## config.mk

```make
export PLATFORM = sky130hd
export DESIGN_NAME = i2s_dac_tx
export DESIGN_NICKNAME = d
export VERILOG_FILES = /design/src/rtl/i2s_dac_tx.sv
export SDC_FILE = /design/constraint.sdc
export NUM_CORES = 1
export LEC_CHECK = 0
export ABC_AREA = 0
export CORE_MARGIN = 10
export CORE_UTILIZATION = 49
export CTS_CLUSTER_DIAMETER = 50
export CTS_CLUSTER_SIZE = 8
export DETAILED_ROUTE_END_ITERATION = 7
export GPL_ROUTABILITY_DRIVEN = 0
export PLACE_DENSITY = 0.67
export SETUP_SLACK_MARGIN = 0.4
export SLEW_MARGIN = 20
export SYNTH_ARGS = -nofsm -noshare
export SYNTH_HDL_FRONTEND = slang
export SYNTH_SLANG_ARGS = --single-unit
```

## constraint.sdc

```tcl
create_clock -name ck -period 5.3 [get_ports ck]
set_input_delay 1.06 -clock ck [delete_from_list [all_inputs] [get_ports ck]]
set_output_delay 1.06 -clock ck [all_outputs]
set_load 0.05 [all_outputs]
```

## src/rtl/i2s_dac_tx.sv

```systemverilog
// DAC-side I2S / left-justified transmitter: buffers stereo pairs in a small FIFO and
// serialises them MSB-first onto aud_dacdat, following codec-mastered BCLK/LRCK.
module i2s_dac_tx #(
  parameter int DATA_W     = 24,
  parameter int FIFO_DEPTH = 4,
  parameter int I2S_DELAY  = 1
) (
  input  logic                          ck,
  input  logic                          rst,
  input  logic                          write,
  input  logic [DATA_W-1:0]             writedata_left,
  input  logic [DATA_W-1:0]             writedata_right,
  output logic                          write_ready,
  input  logic                          aud_bclk,
  input  logic                          aud_daclrck,
  output logic                          aud_dacdat,
  output logic                          underflow,
  output logic [$clog2(FIFO_DEPTH):0]   fifo_level,
  output logic [1:0]                    dbg_state
);

  localparam int AW = $clog2(FIFO_DEPTH);
  localparam int CW = $clog2(DATA_W + 1);
  localparam logic [AW:0]   DEPTH_L  = (AW + 1)'(FIFO_DEPTH);
  localparam logic [CW-1:0] CNT_LAST = CW'(DATA_W);

  typedef enum logic [1:0] {WAIT_LEFT, DELAY, SHIFT, PAD} state_t;

  logic bclk_s1_q, bclk_s2_q, bclk_s3_q;
  logic lrck_s1_q, lrck_s2_q, lrck_q;
  logic bfall, boundary, left_bnd, right_bnd;

  logic [DATA_W-1:0] mem_l_q [FIFO_DEPTH];
  logic [DATA_W-1:0] mem_r_q [FIFO_DEPTH];
  logic [AW-1:0]     wr_ptr_q, rd_ptr_q;
  logic [AW:0]       level_q, level_d;
  logic              push, pop, fifo_empty;

  state_t            state_q;
  logic [DATA_W-1:0] shreg_q, hold_r_q, load_word;
  logic [CW-1:0]     cnt_q;
  logic              dacdat_q, underflow_q;

  // Write handshake: a pair is taken on any ck edge where write && write_ready;
  // write_ready depends only on the registered level, never on write.
  assign write_ready = (level_q < DEPTH_L);
  assign fifo_empty  = (level_q == '0);
  assign push        = write && write_ready;
  assign pop         = left_bnd && !fifo_empty;

  assign bfall     = bclk_s3_q && !bclk_s2_q;
  assign boundary  = bfall && (lrck_s2_q != lrck_q);
  assign left_bnd  = boundary && !lrck_s2_q;
  assign right_bnd = boundary && lrck_s2_q;

  always_comb begin
    level_d = level_q;
    case ({push, pop})
      2'b10:   level_d = level_q + 1'b1;
      2'b01:   level_d = level_q - 1'b1;
      default: level_d = level_q;
    endcase
  end

  // An empty FIFO at the left boundary sends a silent frame; the right half comes from hold_r.
  always_comb begin
    load_word = hold_r_q;
    if (left_bnd) load_word = fifo_empty ? '0 : mem_l_q[rd_ptr_q];
  end

  always_ff @(posedge ck) begin
    if (rst) begin
      bclk_s1_q <= 1'b0;
      bclk_s2_q <= 1'b0;
      bclk_s3_q <= 1'b0;
      lrck_s1_q <= 1'b0;
      lrck_s2_q <= 1'b0;
      lrck_q    <= 1'b0;
      wr_ptr_q  <= '0;
      rd_ptr_q  <= '0;
      level_q   <= '0;
    end else begin
      bclk_s1_q <= aud_bclk;
      bclk_s2_q <= bclk_s1_q;
      bclk_s3_q <= bclk_s2_q;
      lrck_s1_q <= aud_daclrck;
      lrck_s2_q <= lrck_s1_q;
      if (bfall) lrck_q <= lrck_s2_q;
      if (push)  wr_ptr_q <= wr_ptr_q + 1'b1;
      if (pop)   rd_ptr_q <= rd_ptr_q + 1'b1;
      level_q <= level_d;
    end
  end

  always_ff @(posedge ck) begin
    if (push) begin
      mem_l_q[wr_ptr_q] <= writedata_left;
      mem_r_q[wr_ptr_q] <= writedata_right;
    end
  end

  always_ff @(posedge ck) begin
    if (rst) begin
      state_q     <= WAIT_LEFT;
      shreg_q     <= '0;
      hold_r_q    <= '0;
      cnt_q       <= '0;
      dacdat_q    <= 1'b0;
      underflow_q <= 1'b0;
    end else begin
      underflow_q <= 1'b0;
      if (bfall) begin
        // A right boundary only restarts a channel once a left word has been framed.
        if (left_bnd || (right_bnd && state_q != WAIT_LEFT)) begin
          if (left_bnd) begin
            hold_r_q    <= fifo_empty ? '0 : mem_r_q[rd_ptr_q];
            underflow_q <= fifo_empty;
          end
          if (I2S_DELAY != 0) begin
            state_q  <= DELAY;
            shreg_q  <= load_word;
            dacdat_q <= 1'b0;
          end else begin
            state_q  <= SHIFT;
            dacdat_q <= load_word[DATA_W-1];
            shreg_q  <= {load_word[DATA_W-2:0], 1'b0};
            cnt_q    <= CW'(1);
          end
        end else begin
          case (state_q)
            WAIT_LEFT: dacdat_q <= 1'b0;
            DELAY: begin
              dacdat_q <= shreg_q[DATA_W-1];
              shreg_q  <= {shreg_q[DATA_W-2:0], 1'b0};
              cnt_q    <= CW'(1);
              state_q  <= SHIFT;
            end
            SHIFT: begin
              if (cnt_q == CNT_LAST) begin
                dacdat_q <= 1'b0;
                state_q  <= PAD;
              end else begin
                dacdat_q <= shreg_q[DATA_W-1];
                shreg_q  <= {shreg_q[DATA_W-2:0], 1'b0};
                cnt_q    <= cnt_q + CW'(1);
              end
            end
            default: dacdat_q <= 1'b0;
          endcase
        end
      end
    end
  end

  assign aud_dacdat = dacdat_q;
  assign underflow  = underflow_q;
  assign fifo_level = level_q;
  assign dbg_state  = state_q;

endmodule

```

After elaboration in Yosys (flattened, before gate mapping)

Memory sizes are Yosys's and may differ from the RTL's. A register that Yosys moved wholly into a read port is not among the register bits.
Index checks and enable logic that the tools add are counted.

Input port bits: 53
Output and inout port bits: 8
Bits in registers: 70
Memories: 2
RAM bits: 192
Word-level logic and storage cells: 77

Memory list:

| memory  | depth | bits a word | read ports | clocked after memory_dff | wr ports | RTL line | source |
|---|---|---|---|---|---|---|---|
| mem_l_q | 4     | 24          | 1          | 1                        | 1        | 33       | `logic [DATA_W-1:0] mem_l_q [FIFO_DEPTH];` |
| mem_r_q | 4     | 24          | 1          | 1                        | 1        | 34       | `logic [DATA_W-1:0] mem_r_q [FIFO_DEPTH];` |

Muxes and demuxes: 21
Reduce and logical (&&, ||, !) cells: 21
$lt $le $gt $ge: 1
$add $sub $neg: 5
Eq/ne operators: 9
Bitwise operators: 3

Operator list:

| operator            | count |
|---|---|
| $mux 24             | 5 |
| $pmux 24 s2         | 1 |
| $mux 2              | 6 |
| $pmux 5 s2          | 1 |
| $reduce_and 3->1    | 3 |
| $logic_and 1x1->1   | 7 |
| $ne 3x3->1 const B  | 2 |
| $pmux 3 s2          | 1 |
| $reduce_bool 2->1   | 3 |
| $add 5x1->5 const B | 1 |
| $eq 5x5->1 const B  | 1 |
| $mux 5              | 1 |
| $add 2x1->2 const B | 2 |
| $eq 2x1->1 const B  | 2 |
| $eq 2x2->1 const B  | 2 |
| $mux 1              | 4 |
| $pmux 2 s2          | 1 |
| $reduce_and 4->1    | 1 |
| $reduce_or 4->1     | 1 |
| $add 3x1->3 const B | 1 |
| $logic_not 1->1     | 3 |
| $logic_not 3->1     | 1 |
| $lt 3x3->1 const B  | 1 |
| $not 1->1           | 3 |
| 6 further kinds     | 6 |

Longest topological paths before layout

Depth in word-level cells: 8
Gate-level depth with buffers: 10
Gate-level depth less buffers: 8

Least setup slack after synthesis

OpenSTA, ideal clock, no wires.

Kind: input-to-reg
Start point: in write
End point: mem mem_l_q[0][0] (enable)
Path slack: 2.300 ns
Library setup time: 0.410 ns
Stages on the path: 3
Buffers on the path: 1
Arrival time: 2.590 ns
Required time: 4.890 ns
Path through: nor2b_1 -> clkbuf_1 -> and2_1

Longest elaborated chain between the ends: 3

RTL lines:

| what                         | RTL line | source |
|---|---|---|
| from (decl)                  | 10       | `input logic write,` |
| $logic_and 1x1->1            | 48       | `assign push = write && write_ready;` |
| $mux 1                       | 96       | `if (push) begin` |
| $mux 1 (not written as such) | 97       | `mem_l_q[wr_ptr_q] <= writedata_left;` |
| to (decl)                    | 33       |  |

Every way passes these cells.

Final worst setup path

Start point: in write
End point: mem mem_l_q[2][2] (enable)

The elaborated chain is that of the path after synthesis.

==> flow_summary_export.csv <==
group,metric,value,unit
clocking,cts_made_buffers,39,
grt,grt_pass1_vias,5534,
synthesis,syn_area,10100,um^2
timing,setup-tns-final,0,ns
clocking,cts_sinks,264,
finish,antenna_cells,0,
timing,clock_skew,0.0158,ns
clocking,htree_num_levels,2,
clocking,clock_latency,0.51,ns
placement,post-dp-hpwl,11100,um
drt,postRouteAntennaNets,0,
power_and_ir_drop,ir_worst_vdd,0.269,mV
power_and_ir_drop,p_leak,3.77,nW
setup_path,worstPathCellList,"clkdlybuf4s50_1, nor2b_1, and2_2, buf_4",
clocking,post_cts_buffers,0,
drt,drc_errors,0,
power_and_ir_drop,p_per_area,389,nW/um^2
power_and_ir_drop,power_frac_clock,0.470,
setup_path,path_max_fanout,31,
clocking,cts.clk_slew.worst_paths,0.05,ns
synthesis,synth_cell_types,44,
timing,min_period,3.07,ns
drt,via_per_inst,5.54,
synthesis,syn_avg_cell_area,17.7,um^2
grt,grt-ovfl-total,0,
clocking,cts-root-buf,"clkbuf_16",
drt,drtIter0Drc,442,
floorplan,ios,61,
drt,vias,5241,
synthesis,ys_seq_elements,264,
finish,seqCellArea,7210,um^2
drt,wl_per_cell,20.2,um
clocking,clockBufferDepth,3,
timing,rsz0062_at_grt,"false",
setup_path,cp_data_required_time,5.48,ns
grt,grt.total_usage,0.144,
grt,antenna_found_initial,0,
finish,multi_input_area,2700,um^2
setup_path,crit_path_end_kind,"register",
grt,grt_max_degree,51,
status,status,"finished clean",
min_path,hp-class,"register to register",
clocking,ctsHoldBuffers,0,
timing,timing.final.hold_violations,0,
setup_path,rrSetupSlack,2.91,ns
setup_path,cpMaxStageDelayCell,"and2_2",
timing,finalCritPeriodShare,0.579,
finish,final_util,0.597,
finish,nets,712,
setup_path,crit_family,"simple AND/OR/NAND/NOR gates",
drt,routed_wl,19100,um
floorplan,die_h,164,um
setup_path,slowest_delay,0.85,ns
placement,portBuffers,60,
floorplan,start_util,0.498,
synthesis,synth-edff-count,192,
setup_path,cp-start-kind,"input port",
timing,finalMaxSlewViolations,0,
drt,drtPass1Iterations,4,
power_and_ir_drop,sw_frac_of_total,0.201,
finish,n_fill_cell,1500,
grt,grt_pass1_wl,30400,um
finish,area_growth,19.7,%
floorplan,die-area,26800,um^2
clocking,cts_resized,0,
timing,relSlewSlack,0.340,
synthesis,ys_seq_area_frac,0.713,
run,max_cap_violations,0,
timing,whs,0.455,ns
synthesis,yosysWarnings,0,
timing,setup_viol,0,
setup_path,critPathKind,"input port to register",
power_and_ir_drop,pwr-share-seq,0.492,
synthesis,synthCells,572,
floorplan,num_rows,52,
timing,worst_slew_pin_slew,0.990,ns
floorplan,die_w,164,um
floorplan,coreArea,20300,um^2
finish,drive_gt1_frac,0.197,
clocking,cts_tree,"done",
power_and_ir_drop,internal_power,3.76,mW
synthesis,async_flop_share,0,
power_and_ir_drop,p_sw,0.949,mW
power_and_ir_drop,pwr-share-comb,0.038,
setup_path,critPathArrivalTime,3.25,ns
timing,fmax,0.326,GHz
setup_path,critical_path_buf_inv_count,2,
synthesis,synth_flop_cell,"edfxtp_1",
synthesis,syn-num-nets,636,
registers in the layout (all words and copies together) (netlist names), 2 cells and up, named ones only:
name        cells
mem_l_q        96
shreg_q        24
wr_ptr_q        2
rd_ptr_q        2
dbg_state       2
cnt_q           5
fifo_level      3
mem_r_q        96
hold_r_q       24
routing by layer:
layer / share of wire / routed length, um / vias up / global-route usage
li1: - / - / 2435 / -
met1: 0.43 / 8270 / 2642 / 0.190
met2: 0.49 / 9400 / 137 / 0.230
met3: 0.055 / 1060 / 27 / 0.0325
met4: 0.021 / 393 / 0 / 0.0504
met5: 0 / 0 / - / 0
worst reg2reg max path: stages (launching register included):
cell and delay (ns):
dfxtp_1 0.34, nor2b_1 0.44, and2_2 0.86, buf_4 0.42
placed cells by master (no fill, tap or decap), types with 2 or more instances in the layout:
master / Yosys / routed
clkdlybuf4s50_1: 0 / 59
nand2_1: 4 / 4
xnor2_1: 5 / 5
nor2b_1: 9 / 9
nor3_1: 5 / 5
nor2_1: 38 / 37
o21ai_0: 3 / 3
nand2b_1: 2 / 2
xor2_1: 2 / 2
o21a_1: 2 / 2
and2_2: 0 / 4
o22ai_1: 4 / 4
a22oi_1: 47 / 47
clkbuf_16: 0 / 39
mux4_2: 48 / 48
dfxtp_1: 72 / 70
buf_4: 2 / 9
clkbuf_1: 15 / 26
clkinv_8: 0 / 2
a21oi_1: 10 / 10
inv_1: 14 / 14
o22ai_2: 18 / 18
nand3_1: 3 / 3
ha_1: 10 / 10
edfxtp_1: 192 / 192
or3_1: 2 / 2
mux2i_1: 22 / 22
nor4_1: 2 / 2
nor3b_1: 2 / 2
a211oi_1: 2 / 2
logic make-up after synthesis:
group,synth area share
simple gates,0.0403
flops,0.713
xor+xnor,0.00606
buf+inv,0.0225
mux,0.129
fa+ha+maj,0.0143
compound gates,0.0756
power by group through the flow:
| stage | logic (mW) | clock network [mW] | registers, mW |
|---|---|---|---|
| 3_3_place_gp | 0.178 | 0 | 2.35 |
| 6_report | 0.181 | 2.22 | 2.32 |
| 4_1_cts | 0.184 | 2.26 | 2.32 |
| 2_1_floorplan | 0.0843 | 0 | 2.36 |
| 3_5_place_dp | 0.183 | 0 | 2.36 |
| 5_1_grt | 0.197 | 2.36 | 2.32 |
final timing paths:
path,from,endpoint,depth (start not counted)
worst max-delay path,write,mem_l_q[2][2],4
worst max register to register,fifo_level[2],mem_l_q[2][2],3
worst min-delay path,lrck_s1_q,lrck_s2_q,1
worst min register to register,lrck_s1_q,lrck_s2_q,1
cell usage after synthesis, types with 4 or more instances:
cell | count | area share
nor2b_1 | 9 | 0.0056
buf_1 | 4 | 0.0015
nor3_1 | 5 | 0.0025
edfxtp_1 | 192 | 0.57
a21oi_1 | 10 | 0.0049
and2_1 | 5 | 0.0031
o22ai_2 | 18 | 0.022
inv_1 | 14 | 0.0052
mux2i_1 | 22 | 0.022
ha_1 | 10 | 0.012
clkbuf_1 | 15 | 0.0056
a22oi_1 | 47 | 0.035
mux4_2 | 48 | 0.11
nor2_1 | 38 | 0.014
nand2_1 | 4 | 0.0015
dfxtp_1 | 72 | 0.14
xnor2_1 | 5 | 0.0043
o22ai_1 | 4 | 0.0025
buf_2 | 11 | 0.0054
through the flow:
step | instances | power (mW) | cell area [um^2] | setup WS, ns
6_report | 946 | 4.71 | 12100 | 2.23
5_1_grt | 946 | 4.88 | 12100 | 2.01
4_1_cts | 945 | 4.76 | 12100 | 2.17
3_5_place_dp | 876 | 2.54 | 11000 | 1.65
3_3_place_gp | 876 | 2.53 | 11000 | 1.74
2_1_floorplan | 572 | 2.44 | 10100 | 2.30
cell type report:
| cell class | instances | share of cell area |
|---|---|---|
| tap | 270 | 0.0279 |
| clock inverter | 3 | 0.00320 |
| clock buffer | 66 | 0.0898 |
| multi-input combinational | 259 | 0.223 |
| inverter | 14 | 0.00434 |
| timing repair buffer | 70 | 0.0564 |
| sequential | 264 | 0.596 |
Note: power is estimated with default switching activity, not from simulation.
